$ cat config.mk
export PLATFORM = sky130hd
export DESIGN_NAME = sfu_ctrl
export DESIGN_NICKNAME = d
export VERILOG_FILES = /design/src/rtl/sfu_ctrl.sv
export SDC_FILE = /design/constraint.sdc
export NUM_CORES = 1
export LEC_CHECK = 0
export ABC_AREA = 1
export BUFFER_PORTS_ARGS = -buffer_cell sky130_fd_sc_hd__buf_2
export CORE_MARGIN = 3
export CORE_UTILIZATION = 24
export CTS_BUF_LIST = sky130_fd_sc_hd__clkbuf_4 sky130_fd_sc_hd__clkbuf_8
export DETAILED_ROUTE_END_ITERATION = 8
export PLACE_DENSITY = 0.41
export SLEW_MARGIN = 5
export SYNTH_ARGS = -nofsm -noshare
export SYNTH_HDL_FRONTEND = slang
export SYNTH_SLANG_ARGS = --single-unit
$ cat constraint.sdc
create_clock -name clk -period 2.35 [get_ports clk]
set_input_delay 0.3525 -clock clk [delete_from_list [all_inputs] [get_ports clk]]
set_output_delay 0.3525 -clock clk [all_outputs]
set_load 0.005 [all_outputs]
$ cat src/rtl/sfu_ctrl.sv
// Sequencer for the SFU accumulate/ReLU stage: pops psum vectors from the upstream
// FIFO, drives the SFU acc/bypass controls and strobes results into psum SRAM.
//
// state  | meaning
// IDLE   | waiting for start_i
// WAIT   | W.S: holding until a full group of N vectors is queued upstream
// ACC    | W.S: N cycles of pop with acc high
// DRAIN  | W.S: SFU output register settles
// EMIT   | W.S: write the accumulated vector
// STREAM | O.S/bypass: pop and write together whenever data is present
// DONE   | one-cycle job-end pulse
module sfu_ctrl #(
  parameter int ADDR_BW = 11,
  parameter int CNT_BW  = 8,
  parameter int FCNT_BW = 6
) (
  input  logic               clk,
  input  logic               reset,
  input  logic               start_i,
  input  logic               cfg_ws_i,
  input  logic               cfg_bypass_i,
  input  logic [CNT_BW-1:0]  cfg_num_acc_i,
  input  logic [CNT_BW-1:0]  cfg_num_out_i,
  input  logic [ADDR_BW-1:0] cfg_base_i,
  input  logic [FCNT_BW-1:0] src_cnt_i,
  output logic               src_rd_o,
  output logic               acc_o,
  output logic               bypass_o,
  output logic               wr_en_o,
  output logic [ADDR_BW-1:0] wr_addr_o,
  output logic               busy_o,
  output logic               done_o
);

  localparam logic [2:0] S_IDLE   = 3'd0;
  localparam logic [2:0] S_WAIT   = 3'd1;
  localparam logic [2:0] S_ACC    = 3'd2;
  localparam logic [2:0] S_DRAIN  = 3'd3;
  localparam logic [2:0] S_EMIT   = 3'd4;
  localparam logic [2:0] S_STREAM = 3'd5;
  localparam logic [2:0] S_DONE   = 3'd6;

  localparam int CW = (CNT_BW > FCNT_BW) ? CNT_BW : FCNT_BW;

  logic [2:0]         state_q, state_d;
  logic               bypass_q, bypass_d;
  logic [CNT_BW-1:0]  n_q, n_d;
  logic [CNT_BW-1:0]  acc_left_q, acc_left_d;
  logic [CNT_BW-1:0]  out_left_q, out_left_d;
  logic [ADDR_BW-1:0] addr_q, addr_d;

  logic [CW-1:0] src_ext, n_ext;
  logic          group_ready;
  logic          rd, acc, wr, done;

  assign src_ext     = CW'(src_cnt_i);
  assign n_ext       = CW'(n_q);
  assign group_ready = (src_ext >= n_ext);

  always_comb begin
    state_d    = state_q;
    bypass_d   = bypass_q;
    n_d        = n_q;
    acc_left_d = acc_left_q;
    out_left_d = out_left_q;
    addr_d     = addr_q;
    rd         = 1'b0;
    acc        = 1'b0;
    wr         = 1'b0;
    done       = 1'b0;
    case (state_q)
      S_IDLE: begin
        if (start_i) begin
          bypass_d   = cfg_bypass_i;
          n_d        = (cfg_num_acc_i == '0) ? CNT_BW'(1) : cfg_num_acc_i;
          out_left_d = cfg_num_out_i;
          addr_d     = cfg_base_i;
          if (cfg_num_out_i == '0)            state_d = S_DONE;
          else if (cfg_ws_i && !cfg_bypass_i) state_d = S_WAIT;
          else                                state_d = S_STREAM;
        end
      end
      S_WAIT: begin
        if (group_ready) begin
          state_d    = S_ACC;
          acc_left_d = n_q - CNT_BW'(1);
        end
      end
      S_ACC: begin
        rd  = 1'b1;
        acc = 1'b1;
        if (acc_left_q == '0) state_d = S_DRAIN;
        else                  acc_left_d = acc_left_q - CNT_BW'(1);
      end
      S_DRAIN: state_d = S_EMIT;
      S_EMIT: begin
        wr         = 1'b1;
        addr_d     = addr_q + ADDR_BW'(1);
        out_left_d = out_left_q - CNT_BW'(1);
        // Skipping WAIT when the next group is already queued keeps the period at N+2.
        if (out_left_q == CNT_BW'(1)) state_d = S_DONE;
        else if (group_ready) begin
          state_d    = S_ACC;
          acc_left_d = n_q - CNT_BW'(1);
        end else begin
          state_d = S_WAIT;
        end
      end
      S_STREAM: begin
        if (src_cnt_i != '0) begin
          rd         = 1'b1;
          wr         = 1'b1;
          addr_d     = addr_q + ADDR_BW'(1);
          out_left_d = out_left_q - CNT_BW'(1);
          if (out_left_q == CNT_BW'(1)) state_d = S_DONE;
        end
      end
      S_DONE: begin
        done    = 1'b1;
        state_d = S_IDLE;
      end
      default: state_d = S_IDLE;
    endcase
  end

  always_ff @(posedge clk or negedge reset) begin
    if (!reset) begin
      state_q    <= S_IDLE;
      bypass_q   <= 1'b0;
      n_q        <= '0;
      acc_left_q <= '0;
      out_left_q <= '0;
      addr_q     <= '0;
    end else begin
      state_q    <= state_d;
      bypass_q   <= bypass_d;
      n_q        <= n_d;
      acc_left_q <= acc_left_d;
      out_left_q <= out_left_d;
      addr_q     <= addr_d;
    end
  end

  assign src_rd_o  = rd;
  assign acc_o     = acc;
  assign wr_en_o   = wr;
  assign done_o    = done;
  assign wr_addr_o = addr_q;
  assign busy_o    = (state_q != S_IDLE);
  assign bypass_o  = bypass_q && (state_q != S_IDLE);

endmodule

# After elaboration in Yosys (flattened, before gate mapping)
# Index checks and enable logic that the tools add are counted.
totals:
  ff_bits: 39
  inputBits: 38
  out_inout_bits: 17
  elab_cells: 66
op_classes:
  addsub: 4
  order_cmp: 1
  n_eq_ne: 14
  mux: 26
  reduce_logical: 15
ops:
  columns: ["op", "n"]
  rows:
  - ["2-to-1 mux 8 bit", 6]
  - ["case mux 8 bit (3 select lines)", 2]
  - ["case mux 11 bit (3 select lines)", 1]
  - ["zero test 8 bit", 3]
  - ["2-to-1 mux 3 bit", 8]
  - ["subtractor 8 x 1 -> 8 bit (second input constant)", 3]
  - ["2-to-1 mux 11 bit", 2]
  - ["case mux 3 bit (6 select lines)", 1]
  - ["!= test 2 bit (second input constant)", 7]
  - ["adder 11 x 1 -> 11 bit (second input constant)", 1]
  - ["equality test 3 bit (second input constant)", 3]
  - ["nonzero test 3 bit", 3]
  - ["equality test 8 x 1 -> 1 bit (second input constant)", 1]
  - ["greater-or-equal comparator 6 x 8 -> 1 bit", 1]
  - ["equality test 3 x 2 -> 1 bit (second input constant)", 2]
  - ["AND reduction 3 bit", 2]
  - ["nonzero test 6 bit", 1]
  - ["AND reduction 5 bit", 1]
  - ["case mux 1 bit (2 select lines)", 2]
  - ["equality test 3 x 1 -> 1 bit (second input constant)", 1]
  - ["zero test 3 bit", 1]
  - ["2-to-1 mux 1 bit", 3]
  - ["logical AND 1 bit", 2]
  - ["2-to-1 mux 2 bit", 1]
  - ["2 further kinds", 2]

# Logic depth before layout (Yosys ltp)
# Gate-level depths: netlist of the first run.
logic_depth:
  depth_word: 6
  ltp_mapped: 12
  ltp_nobuf: 12

# Least setup slack after synthesis of the first run
# No wires, ideal clock.
synth_timing:
  path_type: "reg2reg"
  start: "register state_q[2]"
  end: "register acc_left_q[4]"
  setup_time_ns: 0.117
  arrival_ns: 1.534
  required_ns: 2.233
  path_slack_ns: 0.699
  stages_incl_launch_ff: 11
  n_path_buf: 0
  synth_period_minus_slack_ns: 1.651
  cell_sequence: "dfrtp_1 > inv_2 > nand3_2 > o21ai_0 > inv_1 > ha_1 > inv_1 > nor2_1 > xnor2_1 > nand2_1 > nand2_1"
synth_between:
  elab_chain_cells: 3
  elab_cells_between_ends: 8
  cone_classes: "eq/ne (5); mux (1); reduce/logical (2)"
synth_lines:
  columns: ["element", "line", "rtl"]
  rows:
  - ["start: declaration", "45", "logic [2:0] state_q, state_d;"]
  - ["start signal: assignment", "135", "state_q <= state_d;"]
  - ["equality test 3 bit, or another cell as far along", "71", "case (state_q)"]
  - ["!= test 2 bit (no line) or nonzero test 3 bit (tied branches)", null, null]
  - ["AND reduction 3 bit (no line)", null, null]
  - ["end signal: assignment", "138", "acc_left_q <= acc_left_d;"]
  - ["end: declaration", "48", "logic [CNT_BW-1:0] acc_left_q, acc_left_d;"]
# Several ways; a longest one is shown, not always the timed one.
# A chain may end at the register's enable or synchronous reset.

# Final worst setup path of the first run
# Same ends and word-level chain as after synthesis.

==> impl_metrics.toml, run 1 <==
[setup_path]
setup.worst_path.end = "acc_left_q[4]"
endpoint_kind = "flop"
crit_path_max_fanout = 9
critical_path.reg2reg.startpoint = "state_q[2]"
crit_arrival_ps = 2130
rr_endpoint = "acc_left_q[4]"
timing.critical_path.slowest_cell_delay_ps = 460
worstPathRequired_ps = 2550
crit_path_start = "state_q[2]"
cpMaxStageDelayCell = "dfrtp_1"
r2r_setup_slack_ps = 420
ff2ff_path_depth = 10
critPathLaunchType = "flop"
crit_chain = "inv_2 -> nand3_2 -> o21ai_0 -> inv_1 -> ha_1 -> inv_1 -> nor2_1 -> xnor2_1 -> nand2_1 -> nand2_1"
critical_path_class = "flop to flop"

[timing]
final_setup_viols = 0
rsz_0062_raised_after_global_routing = "no"
timing.setup.tns_ps = 0
report.final.slew_viol_count = 0
skew_ps = 3.596
achievable-frequency_ghz = 0.5188
final_period_minus_worst_setup_slack_ps = 1927
finalHoldViolCount = 0
slew_headroom_pct = 60.12
hold_ws_ps = 104.5
worst-slew-pin-transition_ps = 593.7
final.period_utilization_pct = 82.02

[global_routing]
grt_first_pass_wirelength_mm = 12.51
largest_net_degree_at_the_start_of_global_routing = 40
grt_antenna_before_repair = 0
globalRoute.totalOverflow = 0
combined_global_route_utilization_of_all_metal_layers_pct = 12.39
number_of_global_route_vias_before_repair = 2551

[synthesis]
synthesis.yosys.warnings = 0
synthFlopType = "dfrtp_1"
synth.lib_cells_used.distinct = 31
synthesis.area_mm2 = 0.002735
synth_nets = 458
synthSimpleGateAreaFrac_pct = 35.22
synth_enable_flop_cells = 0
synth.ff_latch_count = 39
largest_family_of_logic_cells_by_synthesized_area = "simple AND/OR/NAND/NOR gates"
synth_compound_gate_area_share_pct = 10.48
synth_xor_xnor_area_share_pct = 3.522
postSynth.asyncResetShare_pct = 100.0
synth_sequential_area_ratio_pct = 35.68
post_synth.cell_area_avg_um2 = 6.671
muxShareOfSynthArea_pct = 1.464
cell_count_after_synthesis = 410
post_synth_fa_ha_maj_area_fraction_pct = 4.575

[floorplan]
io_pins = 55
initial_core_util_pct = 24.90
fp-row-count = 38
die_w_um = 112.8
die_area_mm2 = 0.01271
coreArea_mm2 = 0.01098
die_height_um = 112.8

[routing]
final_antenna_net_count = 0
detailroute.via_count = 2684
drtIter0Drc = 74
routedWlPerCell_um = 12.69
vias_per_cell = 4.414
drc = 0
totalWireLength_mm = 7.716
first_pass_iters = 4

[clock_tree]
clock_tree_from_tritoncts = "done"
buffer_depth_of_the_longest_clock_path = 2
gates_resized_cts_repair = 0
clkSlewWorstSetupHoldPaths_ps = 80
cts.hold.buffers_added = 0
clk_latency_ps = 310
cts.sink_count = 39
number_of_levels_in_the_clock_h_tree = 2
cts_root_buffer = "clkbuf_8"
cts_setup_buffers = 0
cts_buffers = 5

[layout]
syn2layout_area_growth_pct = 20.04
postLayoutCellArea_mm2 = 0.003283
share_of_cells_above_drive_strength_1_pct = 17.31
antenna-diode-count = 0
stdcell_count = 608
final_core_util_pct = 29.89
finalNetCount = 515

[placed_design]
post_dp_cell_area_mm2 = 0.003166
place.gp.congestion = 0.8123
post-place-cells = 600
place.port_buffers = 54
hpwl_mm = 5.833

[outcome]
outcome = "completed"

[hold_path]
timing.hold.worst.class = "input port to asynchronous set/reset pin"

[pwr]
p_sw_share_pct = 49.75
total_power_divided_by_cell_area_mw_per_mm2 = 1417
cellInternalPower_mw = 2.338
irDropWorstVdd_v = 0.0004752
power.switching_mw = 2.314
power.clock.fraction_pct = 13.2
p_leak_nw = 1.784
power.share.combinational_pct = 58.9
power.share.sequential_pct = 27.8

[flow_run]
drv_cap = 0
## cell usage after synthesis, drive strengths merged (2+ instances only)
master | n | area, µm²
xor2 | 5 | 43.79
nand3b | 2 | 27.53
mux2i | 4 | 40.04
nand2 | 145 | 549.3
o22ai | 2 | 18.77
xnor2 | 6 | 52.55
dfrtp | 39 | 975.9
nor3 | 3 | 15.01
nor2 | 51 | 201.4
buf | 8 | 45.04
o21ai | 35 | 175.2
nand3 | 28 | 145.1
a21oi | 6 | 33.78
o21bai | 2 | 15.01
nand4 | 2 | 12.51
ha | 10 | 125.1
inv | 54 | 202.7
o211ai | 4 | 30.03
## power groups by stage
stage                     Combinational (mW)  Clock, mW  Sequential (mW)
after global placement                  2.76          0             1.32
after CTS                               2.80      0.644             1.30
final                                   2.74      0.616             1.29
after floorplan                         2.07          0             1.25
after detailed placement                2.79          0             1.31
after global routing                    3.19      0.666             1.35
## cell usage in the layout (no fill, tap or decap)
cell,netlist,layout
nand3_2,1,1
a22oi_1,1,1
nand3b_1,1,1
nand2_2,2,2
mux2i_1,4,4
o22ai_1,1,1
nand3b_4,1,1
dfrtp_1,39,39
nor3_1,3,3
ha_1,10,10
bufinv_16,0,1
nor2_1,47,47
nand4_1,2,2
clkbuf_8,0,6
o21bai_1,2,2
nor2_2,4,4
inv_1,50,50
a21oi_1,5,5
o22ai_2,1,1
o21ai_0,26,26
xnor2_1,6,6
xor2_1,5,5
inv_2,4,4
nand2_1,143,143
a21oi_2,1,1
buf_2,6,54
nand3_1,27,27
o21ai_1,9,9
a31oi_1,1,1
or2_2,1,1
clkinv_2,0,1
o211ai_1,4,4
buf_4,2,4
nor4_1,1,1
## registers in the layout, indices dropped and copies added, names as in the netlist
signal      flops
wr_addr_o      11
acc_left_q      8
n_ext           8
out_left_q      8
state_q         3
bypass_q        1
## final cells by class
type | instances | area [µm²]
flip-flops and latches | 39 | 975.9
multi-input cells | 309 | 1511
well taps | 140 | 175.2
clock inverters | 2 | 35.03
inverters | 54 | 202.7
clock buffers | 6 | 82.58
fillers | 1249 | 7700
repair buffers | 58 | 300.3
## logic make-up after synthesis
family,after synthesis
AND/OR/NAND/NOR,233
AO/OA/AOI/OAI,51
adder cells (fa/ha/maj),10
XOR/XNOR,11
multiplexers,4
buffers and inverters,62
flip-flops,39
## critical path, delay by kind of cell, from the launching register on
family	cells	cell delay [ps]
xor gates and xnor gates	1	120
adders and majority gates	1	230
DFF	1	460
and+or+nand+nor	4	330
buffers and inverters	3	360
AOI/OAI and AO/OA	1	330
## routing by layer
layer / wire, µm / GRT usage, % / up-vias
met1: 3693 / 16.04 / 1224
met4: 113 / 4.327 / 0
met5: 0 / 0 / -
met3: 339 / 2.834 / 9
met2: 3569 / 20.34 / 52
li1: - / - / 1399
## through the flow
step                      total power, mW  worst slack (ps)
after floorplan                     3.320             699.3
after global placement              4.079             422.9
after detailed placement            4.098             451.7
after CTS                           4.744             430.0
after global routing                5.211             255.8
final                               4.652             422.6
## worst min path at each step
stage / startpoint / endpoint / slack [ps] / depth (start not counted)
floorplan: reset / acc_left_q[0] / 60 / 0
global placement: reset / n_ext[1] / 470 / 2
detailed placement: reset / n_ext[2] / 470 / 2
CTS: reset / bypass_q / 130 / 2
global route: reset / n_ext[4] / 160 / 2
finish: reset / n_ext[1] / 100 / 2
(Power assumes the default switching activity.)
==> inputs of run 2 (changes only) <==
- PLACE_DENSITY: 0.41 -> 0.43
- clock period: 2.35 -> 1.71 ns (I/O delays scaled with it)
==> run 2 against run 1 <==
Utilization increased by 4.1 points; combinational power increased by 80%; flip-flop and latch count stayed put; sequential share of layout area down 3.5 points; clock power up 7.8%; power is 58% higher; die area did not move; design area rose by 14%; register-to-register slack got worse by 330 ps; critical path type is now flop to output pin.
==> impl_metrics.toml, run 2 (synthesized netlist as in run 1, its figures left out) <==
[flow_run]
drv_cap = 0

[timing]
achievable-frequency_ghz = 0.6138
finalHoldViolCount = 0
slew_headroom_pct = 67.56
timing.setup.tns_ps = 0
final.period_utilization_pct = 95.28
setup_slack_ps = 80.73
report.final.slew_viol_count = 0
final_setup_viols = 0
skew_ps = 6.830
rsz_0062_raised_after_global_routing = "yes"
worst-slew-pin-transition_ps = 486.7
final_period_minus_worst_setup_slack_ps = 1629

[placed_design]
place.gp.congestion = 0.8689
detailedPlace.worstSlack_ps = -4.550
place.port_buffers = 54
hpwl_mm = 5.978
post_dp_cell_area_mm2 = 0.003398

[floorplan]
fp-row-count = 38
die_area_mm2 = 0.01271
initial_core_util_pct = 24.90
die_height_um = 112.8
coreArea_mm2 = 0.01098
die_w_um = 112.8
io_pins = 55

[clock_tree]
clk_latency_ps = 300
cts.sink_count = 39
buffer_depth_of_the_longest_clock_path = 2
cts_buffers = 5
clock_tree_from_tritoncts = "done"
number_of_levels_in_the_clock_h_tree = 2
clkSlewWorstSetupHoldPaths_ps = 80
cts_root_buffer = "clkbuf_8"

[global_routing]
combined_global_route_utilization_of_all_metal_layers_pct = 12.49
grt_antenna_before_repair = 0
number_of_global_route_vias_before_repair = 2664
largest_net_degree_at_the_start_of_global_routing = 26
grt_first_pass_wirelength_mm = 12.88
globalRoute.totalOverflow = 0

[routing]
vias_per_cell = 4.409
final_antenna_net_count = 0
drtIter0Drc = 74
first_pass_iters = 4
totalWireLength_mm = 7.828
routedWlPerCell_um = 12.23
detailroute.via_count = 2822
drc = 0

[hold_path]
timing.hold.worst.class = "input port to flop"
holdPathStages = 3

[setup_path]
r2r_setup_slack_ps = 90
endpoint_kind = "output pin"
timing.critical_path.slowest_cell_delay_ps = 450
ff2ff_path_depth = 11
critPathLaunchType = "flop"
crit_chain = "inv_2 -> nor2_4 -> nand2_4 -> inv_2 -> nand2_1 -> nand2_1 -> buf_2"
cpMaxStageDelayCell = "dfrtp_2"
critical_path_class = "flop to output pin"
crit_arrival_ps = 1370
crit_path_max_fanout = 4
worstPathRequired_ps = 1450

[pwr]
irDropWorstVdd_v = 0.0007466
total_power_mw = 7.362
p_leak_nw = 1.967
total_power_divided_by_cell_area_mw_per_mm2 = 1972

[layout]
share_of_cells_above_drive_strength_1_pct = 29.80
antenna-diode-count = 0
most_frequent_standard_cell_in_the_layout_excluding_fill_and_tap_cells = "nand2_1"
finalNetCount = 547
syn2layout_area_growth_pct = 36.51
largest_register_ffs = 11
final_cell_mix = "130 x nand2_1, 54 x buf_2, 43 x nor2_1, 42 x inv_1, 37 x dfrtp_1"
postLayoutCellArea_mm2 = 0.003734
final.fill_count = 1189

[outcome]
outcome = "completed"
run 2: layout make-up:
cell class	instances	area, µm²	area share [%]
inverter	54	202.7	5.429
timing repair buffer	90	599.3	16.05
sequential	39	978.4	26.21
tap	140	175.2	4.692
clock buffer	7	83.83	2.245
clock inverter	1	5.005	0.1340
multi-input combinational	309	1689	45.24
run 2: timing repair:
item | 4_1_cts | 5_1_grt
pin swaps | 1 | 17
resized for setup | 2 | 55
hold endpoints to repair | 16 | 0
hold buffers | 1 | 0
setup buffers | 1 | 5
setup endpoints to repair | 7 | 26
run 2: metal layers:
metal  vias to the layer above  part of all wire, %  GRT usage (%)
met5                         -                    0              0
met4                         0                  1.2          3.285
met3                         9                  5.4          3.209
met2                        59                   48          20.97
met1                      1288                   46          16.01
li1                       1466                    -              -
run 2: worst max-delay path, delay by kind of cell, from the launching register on:
kind                   cells  cell delay, ps
buffers and inverters      3             320
AND/OR/NAND/NOR            4             310
flip-flops                 1             450
run 2: report_power, final:
group / total (mW) / internal (mW) / switching (mW)
clock: 0.664 / 0.319 / 0.345
sequential: 1.78 / 1.40 / 0.376
combinational: 4.92 / 2.13 / 2.79
total: 7.36 / 3.85 / 3.51
run 2: path summary, 6_finish.rpt:
| kind | from | to |
|---|---|---|
| max | state_q[0] | wr_en_o |
| min | cfg_bypass_i | bypass_q |
| max reg2reg | state_q[0] | acc_left_q[4] |
| min reg2reg | acc_left_q[5] | acc_left_q[5] |
| max in group asynchronous | reset | state_q[1] |
| min in group asynchronous | reset | n_ext[2] |
run 2: metrics by stage:
stage | util (%) | hold slack (ps) | instances
5_1_grt | 33.99 | 202.3 | 640
3_5_place_dp | 30.94 | 260.0 | 626
6_report | 33.99 | 186.8 | 640
3_3_place_gp | 30.94 | 248.5 | 626
2_1_floorplan | - | -39.09 | 410
4_1_cts | 31.95 | 175.1 | 636
